==> src/rtl/mips_ctrl_pkg.sv <==
// Shared encodings for the multi-cycle MIPS control unit.
// States, opcodes, funct codes and datapath select values.
package mips_ctrl_pkg;

   typedef enum logic [3:0] {
      S_RESET    = 4'd0,
      S_FETCH    = 4'd1,
      S_DECODE   = 4'd2,
      S_MEMADR   = 4'd3,
      S_MEMREAD  = 4'd4,
      S_MEMWB    = 4'd5,
      S_MEMWRITE = 4'd6,
      S_EXECUTE  = 4'd7,
      S_ALUWB    = 4'd8,
      S_BRANCH   = 4'd9,
      S_ADDIEX   = 4'd10,
      S_ADDIWB   = 4'd11,
      S_JUMP     = 4'd12
   } state_t;

   localparam logic [5:0] OP_RTYPE = 6'b000000;
   localparam logic [5:0] OP_LW    = 6'b100011;
   localparam logic [5:0] OP_SW    = 6'b101011;
   localparam logic [5:0] OP_BEQ   = 6'b000100;
   localparam logic [5:0] OP_ADDI  = 6'b001000;
   localparam logic [5:0] OP_J     = 6'b000010;

   localparam logic [5:0] F_ADD = 6'b100000;
   localparam logic [5:0] F_SUB = 6'b100010;
   localparam logic [5:0] F_AND = 6'b100100;
   localparam logic [5:0] F_OR  = 6'b100101;
   localparam logic [5:0] F_SLT = 6'b101010;

   localparam logic [2:0] ALU_ADD = 3'b010;
   localparam logic [2:0] ALU_SUB = 3'b110;
   localparam logic [2:0] ALU_AND = 3'b000;
   localparam logic [2:0] ALU_OR  = 3'b001;
   localparam logic [2:0] ALU_SLT = 3'b111;

   localparam logic [1:0] ALUOP_ADD   = 2'b00;
   localparam logic [1:0] ALUOP_SUB   = 2'b01;
   localparam logic [1:0] ALUOP_FUNCT = 2'b10;

   localparam logic [1:0] SRCB_REG   = 2'b00;
   localparam logic [1:0] SRCB_FOUR  = 2'b01;
   localparam logic [1:0] SRCB_IMM   = 2'b10;
   localparam logic [1:0] SRCB_IMMSH = 2'b11;

   localparam logic [1:0] PC_ALU    = 2'b00;
   localparam logic [1:0] PC_ALUOUT = 2'b01;
   localparam logic [1:0] PC_JUMP   = 2'b10;

endpackage

==> src/rtl/alu_decoder.sv <==
// ALU operation decoder: ALUOp from the FSM plus Funct
// select the ALUControl code driven to the datapath ALU.
module alu_decoder
   import mips_ctrl_pkg::*;
#(
   parameter int FUNCT_WIDTH = 6
) (
   input  logic [FUNCT_WIDTH-1:0] funct,
   input  logic [1:0]             aluop,
   output logic [2:0]             alucontrol
);

   // Fixed add/sub from the FSM, otherwise decode funct
   always_comb begin
      alucontrol = ALU_ADD;
      unique case (aluop)
         ALUOP_SUB: alucontrol = ALU_SUB;
         ALUOP_FUNCT: begin
            unique case (funct)
               F_ADD:   alucontrol = ALU_ADD;
               F_SUB:   alucontrol = ALU_SUB;
               F_AND:   alucontrol = ALU_AND;
               F_OR:    alucontrol = ALU_OR;
               F_SLT:   alucontrol = ALU_SLT;
               default: alucontrol = ALU_ADD;
            endcase
         end
         default: alucontrol = ALU_ADD;
      endcase
   end

endmodule

==> src/rtl/multicycle_control_unit.sv <==
// Moore sequencing FSM for the multi-cycle MIPS datapath,
// with retired-instruction counter and illegal-op flag.
module multicycle_control_unit
   import mips_ctrl_pkg::*;
#(
   parameter int OPCODE_WIDTH = 6,
   parameter int FUNCT_WIDTH  = 6,
   parameter int COUNT_WIDTH  = 32
) (
   input  logic                    CLK,
   input  logic                    rst,
   input  logic [OPCODE_WIDTH-1:0] Opcode,
   input  logic [FUNCT_WIDTH-1:0]  Funct,
   input  logic                    Zero,
   output logic                    IorD,
   output logic                    MemWrite,
   output logic                    IRWrite,
   output logic                    RegDst,
   output logic                    MemtoReg,
   output logic                    RegWrite,
   output logic                    ALUSrcA,
   output logic [1:0]              ALUSrcB,
   output logic [2:0]              ALUControl,
   output logic [1:0]              PCSrc,
   output logic                    PCEn,
   output logic                    IllegalOp,
   output logic [COUNT_WIDTH-1:0]  InstrCount,
   output logic [3:0]              State
);

   localparam logic [COUNT_WIDTH-1:0] CNT_ONE = COUNT_WIDTH'(1);

   state_t     state;
   state_t     next;
   logic       pcwrite;
   logic       branch;
   logic       aluen;
   logic [1:0] aluop;
   logic [2:0] dec_ctl;
   logic       retire;

   alu_decoder #(
      .FUNCT_WIDTH(FUNCT_WIDTH)
   ) u_aludec (
      .funct      (Funct),
      .aluop      (aluop),
      .alucontrol (dec_ctl)
   );

   assign retire = (state == S_MEMWB)  || (state == S_MEMWRITE) ||
                   (state == S_ALUWB)  || (state == S_ADDIWB)   ||
                   (state == S_BRANCH) || (state == S_JUMP);

   assign ALUControl = aluen ? dec_ctl : 3'b000;
   assign PCEn       = pcwrite | (branch & Zero);
   assign State      = state;

   // State register
   always_ff @(posedge CLK or negedge rst) begin
      if (!rst) state <= S_RESET;
      else      state <= next;
   end

   // Count instructions as they leave their final state
   always_ff @(posedge CLK or negedge rst) begin
      if (!rst)        InstrCount <= '0;
      else if (retire) InstrCount <= InstrCount + CNT_ONE;
   end

   // Next-state and per-state Moore outputs
   always_comb begin
      next      = state;
      IorD      = 1'b0;
      MemWrite  = 1'b0;
      IRWrite   = 1'b0;
      RegDst    = 1'b0;
      MemtoReg  = 1'b0;
      RegWrite  = 1'b0;
      ALUSrcA   = 1'b0;
      ALUSrcB   = SRCB_REG;
      PCSrc     = PC_ALU;
      pcwrite   = 1'b0;
      branch    = 1'b0;
      aluen     = 1'b0;
      aluop     = ALUOP_ADD;
      IllegalOp = 1'b0;
      unique case (state)
         S_RESET: next = S_FETCH;
         S_FETCH: begin
            IRWrite = 1'b1;
            ALUSrcB = SRCB_FOUR;
            aluen   = 1'b1;
            pcwrite = 1'b1;
            next    = S_DECODE;
         end
         S_DECODE: begin
            ALUSrcB = SRCB_IMMSH;
            aluen   = 1'b1;
            unique case (Opcode)
               OP_LW, OP_SW: next = S_MEMADR;
               OP_RTYPE:     next = S_EXECUTE;
               OP_BEQ:       next = S_BRANCH;
               OP_ADDI:      next = S_ADDIEX;
               OP_J:         next = S_JUMP;
               default: begin
                  next      = S_FETCH;
                  IllegalOp = 1'b1;
               end
            endcase
         end
         S_MEMADR: begin
            ALUSrcA = 1'b1;
            ALUSrcB = SRCB_IMM;
            aluen   = 1'b1;
            next    = (Opcode == OP_SW) ? S_MEMWRITE : S_MEMREAD;
         end
         S_MEMREAD: begin
            IorD = 1'b1;
            next = S_MEMWB;
         end
         S_MEMWB: begin
            MemtoReg = 1'b1;
            RegWrite = 1'b1;
            next     = S_FETCH;
         end
         S_MEMWRITE: begin
            IorD     = 1'b1;
            MemWrite = 1'b1;
            next     = S_FETCH;
         end
         S_EXECUTE: begin
            ALUSrcA = 1'b1;
            aluen   = 1'b1;
            aluop   = ALUOP_FUNCT;
            next    = S_ALUWB;
         end
         S_ALUWB: begin
            RegDst   = 1'b1;
            RegWrite = 1'b1;
            next     = S_FETCH;
         end
         S_BRANCH: begin
            ALUSrcA = 1'b1;
            aluen   = 1'b1;
            aluop   = ALUOP_SUB;
            PCSrc   = PC_ALUOUT;
            branch  = 1'b1;
            next    = S_FETCH;
         end
         S_ADDIEX: begin
            ALUSrcA = 1'b1;
            ALUSrcB = SRCB_IMM;
            aluen   = 1'b1;
            next    = S_ADDIWB;
         end
         S_ADDIWB: begin
            RegWrite = 1'b1;
            next     = S_FETCH;
         end
         S_JUMP: begin
            PCSrc   = PC_JUMP;
            pcwrite = 1'b1;
            next    = S_FETCH;
         end
         default: next = S_RESET;
      endcase
   end

endmodule

==> config.mk <==
export PLATFORM = sky130hd
export DESIGN_NAME = multicycle_control_unit
export DESIGN_NICKNAME = d
export VERILOG_FILES = /design/src/rtl/mips_ctrl_pkg.sv /design/src/rtl/alu_decoder.sv /design/src/rtl/multicycle_control_unit.sv
export SDC_FILE = /design/constraint.sdc
export NUM_CORES = 1
export LEC_CHECK = 0
export BUFFER_PORTS_ARGS = -buffer_cell sky130_fd_sc_hd__buf_2
export CORE_MARGIN = 3
export CORE_UTILIZATION = 30
export CTS_CLUSTER_SIZE = 20
export DETAILED_ROUTE_END_ITERATION = 7
export PLACE_DENSITY = 0.57
export SYNTH_ARGS = -nofsm -noshare
export SYNTH_HDL_FRONTEND = slang
export SYNTH_SLANG_ARGS = --single-unit
==> constraint.sdc <==
create_clock -name CLK -period 4.4 [get_ports CLK]
set_clock_uncertainty 0.1 [all_clocks]
set_input_delay 0 -clock CLK [delete_from_list [all_inputs] [get_ports CLK]]
set_output_delay 0 -clock CLK [all_outputs]
set_load 0.02 [all_outputs]
==> results.md <==
* Outcome: finished clean
* Grt total ovfl at 0
* HP Class: in2reg
* Initial antenna violation count at 0
* Minimum clock period at 2540 ps
* Final #Nets at about 300
* Placer congestion estimate at about 0.8
* Worst vdd ir at 194 µV
* Diodes inserted at 0
* Syn Std Cell Area at 2110 µm²
* Clock Power Share at around a fifth
* Placed insts at 364
* Crit path DAT at ~2400 ps
* Max cap viols at 0
* Sw Share at between 40 and 50%
* Worst EP required at 4300 ps
* # setup viols final at 0
* Worst slew pin tran at 918 ps
* Slew Viols, Final at 0
* Most used cell, CP: a31oi_1
* Die Ht at 89.8 µm
* Detailed Place HPWL at 3610 µm
* Clock Latency Late Sink at 290 ps
* Prevailing post-synth register cell: dfrtp_1
* Combinational group share of total power at around two fifths
* Post-synth cell types at 48
* CTS tree: done
* Fmax at 393 MHz
* Via density at 4.92
* Num CTS Buffers at 5
* Cell leakage power at about 0.0012 µW
* IO buf count at 66
* Hold WS at 47.9 ps
* Initial DRC Count at between 100 and 150
* CP startpoint: State[0]
* H-tree depth at 2
* Wire length per cell at 13.4 µm
* Number of synthesis warnings at 0
* Layout Cells excl Fill at around 380
* Reg power frac at 40.3%
* Area growth syn-to-layout at 24.3%
* DIE AREA at 8060 µm²
* P_sw at 470 µW
* Starting Density at 32.1%
* Setup_tns at 0 ps
* Rel. slew slack at 38.4%
* Synth Net Count at about 240
* Antenna Nets Post-Route at 0
* RSZ-0062 raised after global routing: false
* Final core occ at 39.9%
* Pwr dens at 436 nW/µm²
* Hold Startpoint: Opcode[3]
* First-pass GRT wire length at roughly 8700 µm
* DRC at 0
* Drt pass-1 iters at 4
* Share of cells above drive strength 1 at 28.4%
* Setup CP Type: reg2out
* Clk root buf: clkbuf_8
* Vias after detailed routing at 1845
* Period utilisation layout at 57.8%
* CP peak stage delay at 750 ps
* # resized after CTS at 0
* Worst setup SP type: flop
* Number of global-route vias before repair at 1774
* Max Buffers Root-to-Sink at 2
* Critical Path, Cell by Cell: nand2b_1, or2_2, ha_1, and3b_1, a31oi_1, a31oi_1, buf_2
* Largest net degree at the start of global routing at 37
* Die Wd at 89.8 µm
* Number of synthesized flops with an enable pin at 0
* Worst-path fanout max at 24
* Placed inst area at about 2500 µm²
* Int Power at 671 µW
* Post CTS Setup Buffer Count at 0
* Final Instance Area at approximately 2600 µm²
* Core area at 6570 µm²
* Crit end category: output pin
* Filler Cell Count at 673
* Slowest CP cell: dfrtp_1
* Syn_area_per_cell at 9.71 µm²
* #FFs+latches synth at 36
* Final hold vios at 0
* I/O pin count at 67
* Total Routed Length at 5030 µm
* Core Rows at 29
* Async set-reset flop share out of synthesis at 100%
* Clock Sinks at 36
* GRT Util Overall at 12.8%
* Worst r2r src: State[1]
* Sequential share of the synthesized area at about 43%
* Cells after synthesis at 217
* Clk pin slew, worst setup/hold paths at 70 ps
power by group through the flow:
| stage | registers, µW | clock network [µW] | logic, µW |
|---|---|---|---|
| 2_1_floorplan | 451 | 0 | 326 |
| 3_3_place_gp | 466 | 0 | 439 |
| 3_5_place_dp | 469 | 0 | 441 |
| 4_1_cts | 462 | 254 | 443 |
| 5_1_grt | 476 | 272 | 482 |
| 6_report | 460 | 244 | 437 |
area by class of cell:
class                      count  area, µm²  area share [%]
timing repair buffer          69        360            13.8
clock inverter                 2       10.0           0.382
multi-input combinational    164       1130            43.1
inverter                       5       18.8           0.717
tap                           93        116            4.44
sequential                    36        901            34.4
clock buffer                   6       82.6            3.15
routing by layer:
layer	up-vias	GRT usage, %	share of wire [%]
li1	921	-	-
met1	882	17.7	49
met2	33	19.9	46
met3	9	2.42	3.9
met4	0	4.98	1.8
met5	-	0	0
path summary, 6_finish.rpt:
path / end / slack, ps / depth (start not counted)
max reg2reg: State[1] / 2130 / 5
max: ALUControl[1] / 1860 / 7
max in group asynchronous: InstrCount[22] / 3460 / 2
min in group asynchronous: InstrCount[18] / 240 / 2
min: State[3] / 50 / 3
min reg2reg: InstrCount[31] / 370 / 1
worst max-delay path: cells and delay by family, from the launching register on:
family | cells | cell delay, ps
buf+inv | 1 | 160
compound gates | 2 | 360
flops | 1 | 750
simple gates | 3 | 660
fa+ha+maj | 1 | 210
Yosys cell counts, drive strengths merged (2+ instances only):
cell type / number / share of area, %
a21oi: 4 / 0.95
a31oi: 2 / 0.59
and2: 5 / 1.5
and3: 6 / 1.8
and3b: 2 / 0.83
and4: 2 / 0.83
and4bb: 2 / 1.4
buf: 6 / 1.7
clkbuf: 6 / 1.1
dfrtp: 36 / 43
ha: 3 / 1.8
inv: 5 / 0.89
nand2: 11 / 2.0
nand2b: 4 / 1.2
nand3: 16 / 3.8
nand4: 18 / 5.3
nor2: 8 / 1.4
nor2b: 3 / 0.89
nor3: 9 / 2.4
nor3b: 3 / 1.1
nor4: 5 / 1.5
o211ai: 2 / 0.71
o21ai: 3 / 0.71
o21bai: 2 / 0.71
o41a: 2 / 1.1
or2: 2 / 0.59
xnor2: 31 / 13
xor2: 3 / 1.2
state kept, by name (all words and copies together), names as in the netlist:
register,count
State,4
InstrCount,32
timing repair:
item / 4_1_cts / 5_1_grt
hold buffers: 3 / 0
endpoints found under the hold margin: 37 / 0
endpoints found under the setup margin: 0 / 0
layout by cell type (no fill, tap or decap), drive strengths merged, types with 2 or more instances in the layout:
master / netlist / final
nand3: 16 / 16
o41a: 2 / 2
nor2: 8 / 8
dfrtp: 36 / 36
xor2: 3 / 3
nor3b: 3 / 3
and4: 2 / 2
nor4: 5 / 5
and3b: 2 / 2
inv: 5 / 5
or2: 2 / 2
nand4: 18 / 18
o21bai: 2 / 2
a31oi: 2 / 2
a21oi: 4 / 4
and3: 6 / 6
and4bb: 2 / 2
clkinv: 0 / 2
nor2b: 3 / 3
xnor2: 31 / 31
nor3: 9 / 9
and2: 5 / 5
clkbuf: 6 / 6
o21ai: 3 / 3
nand2b: 4 / 4
nand2: 11 / 11
o211ai: 2 / 2
buf: 6 / 66
dlygate4sd3: 0 / 3
ha: 3 / 3
cells by family after synthesis:
group | after synthesis | share of synthesized area [%]
simple gates | 101 | 28.3
mux | 1 | 0.712
flops | 36 | 42.8
xor+xnor | 34 | 14.1
compound gates | 25 | 8.73
fa+ha+maj | 3 | 1.78
buf+inv | 17 | 3.62
metrics by stage:
step	setup slack [ps]	power, µW
finish	1860	1140
floorplan	1990	777
detailed placement	2140	909
global placement	2180	906
global route	1650	1230
CTS	1840	1160
Power figures use the tool's default switching activity.
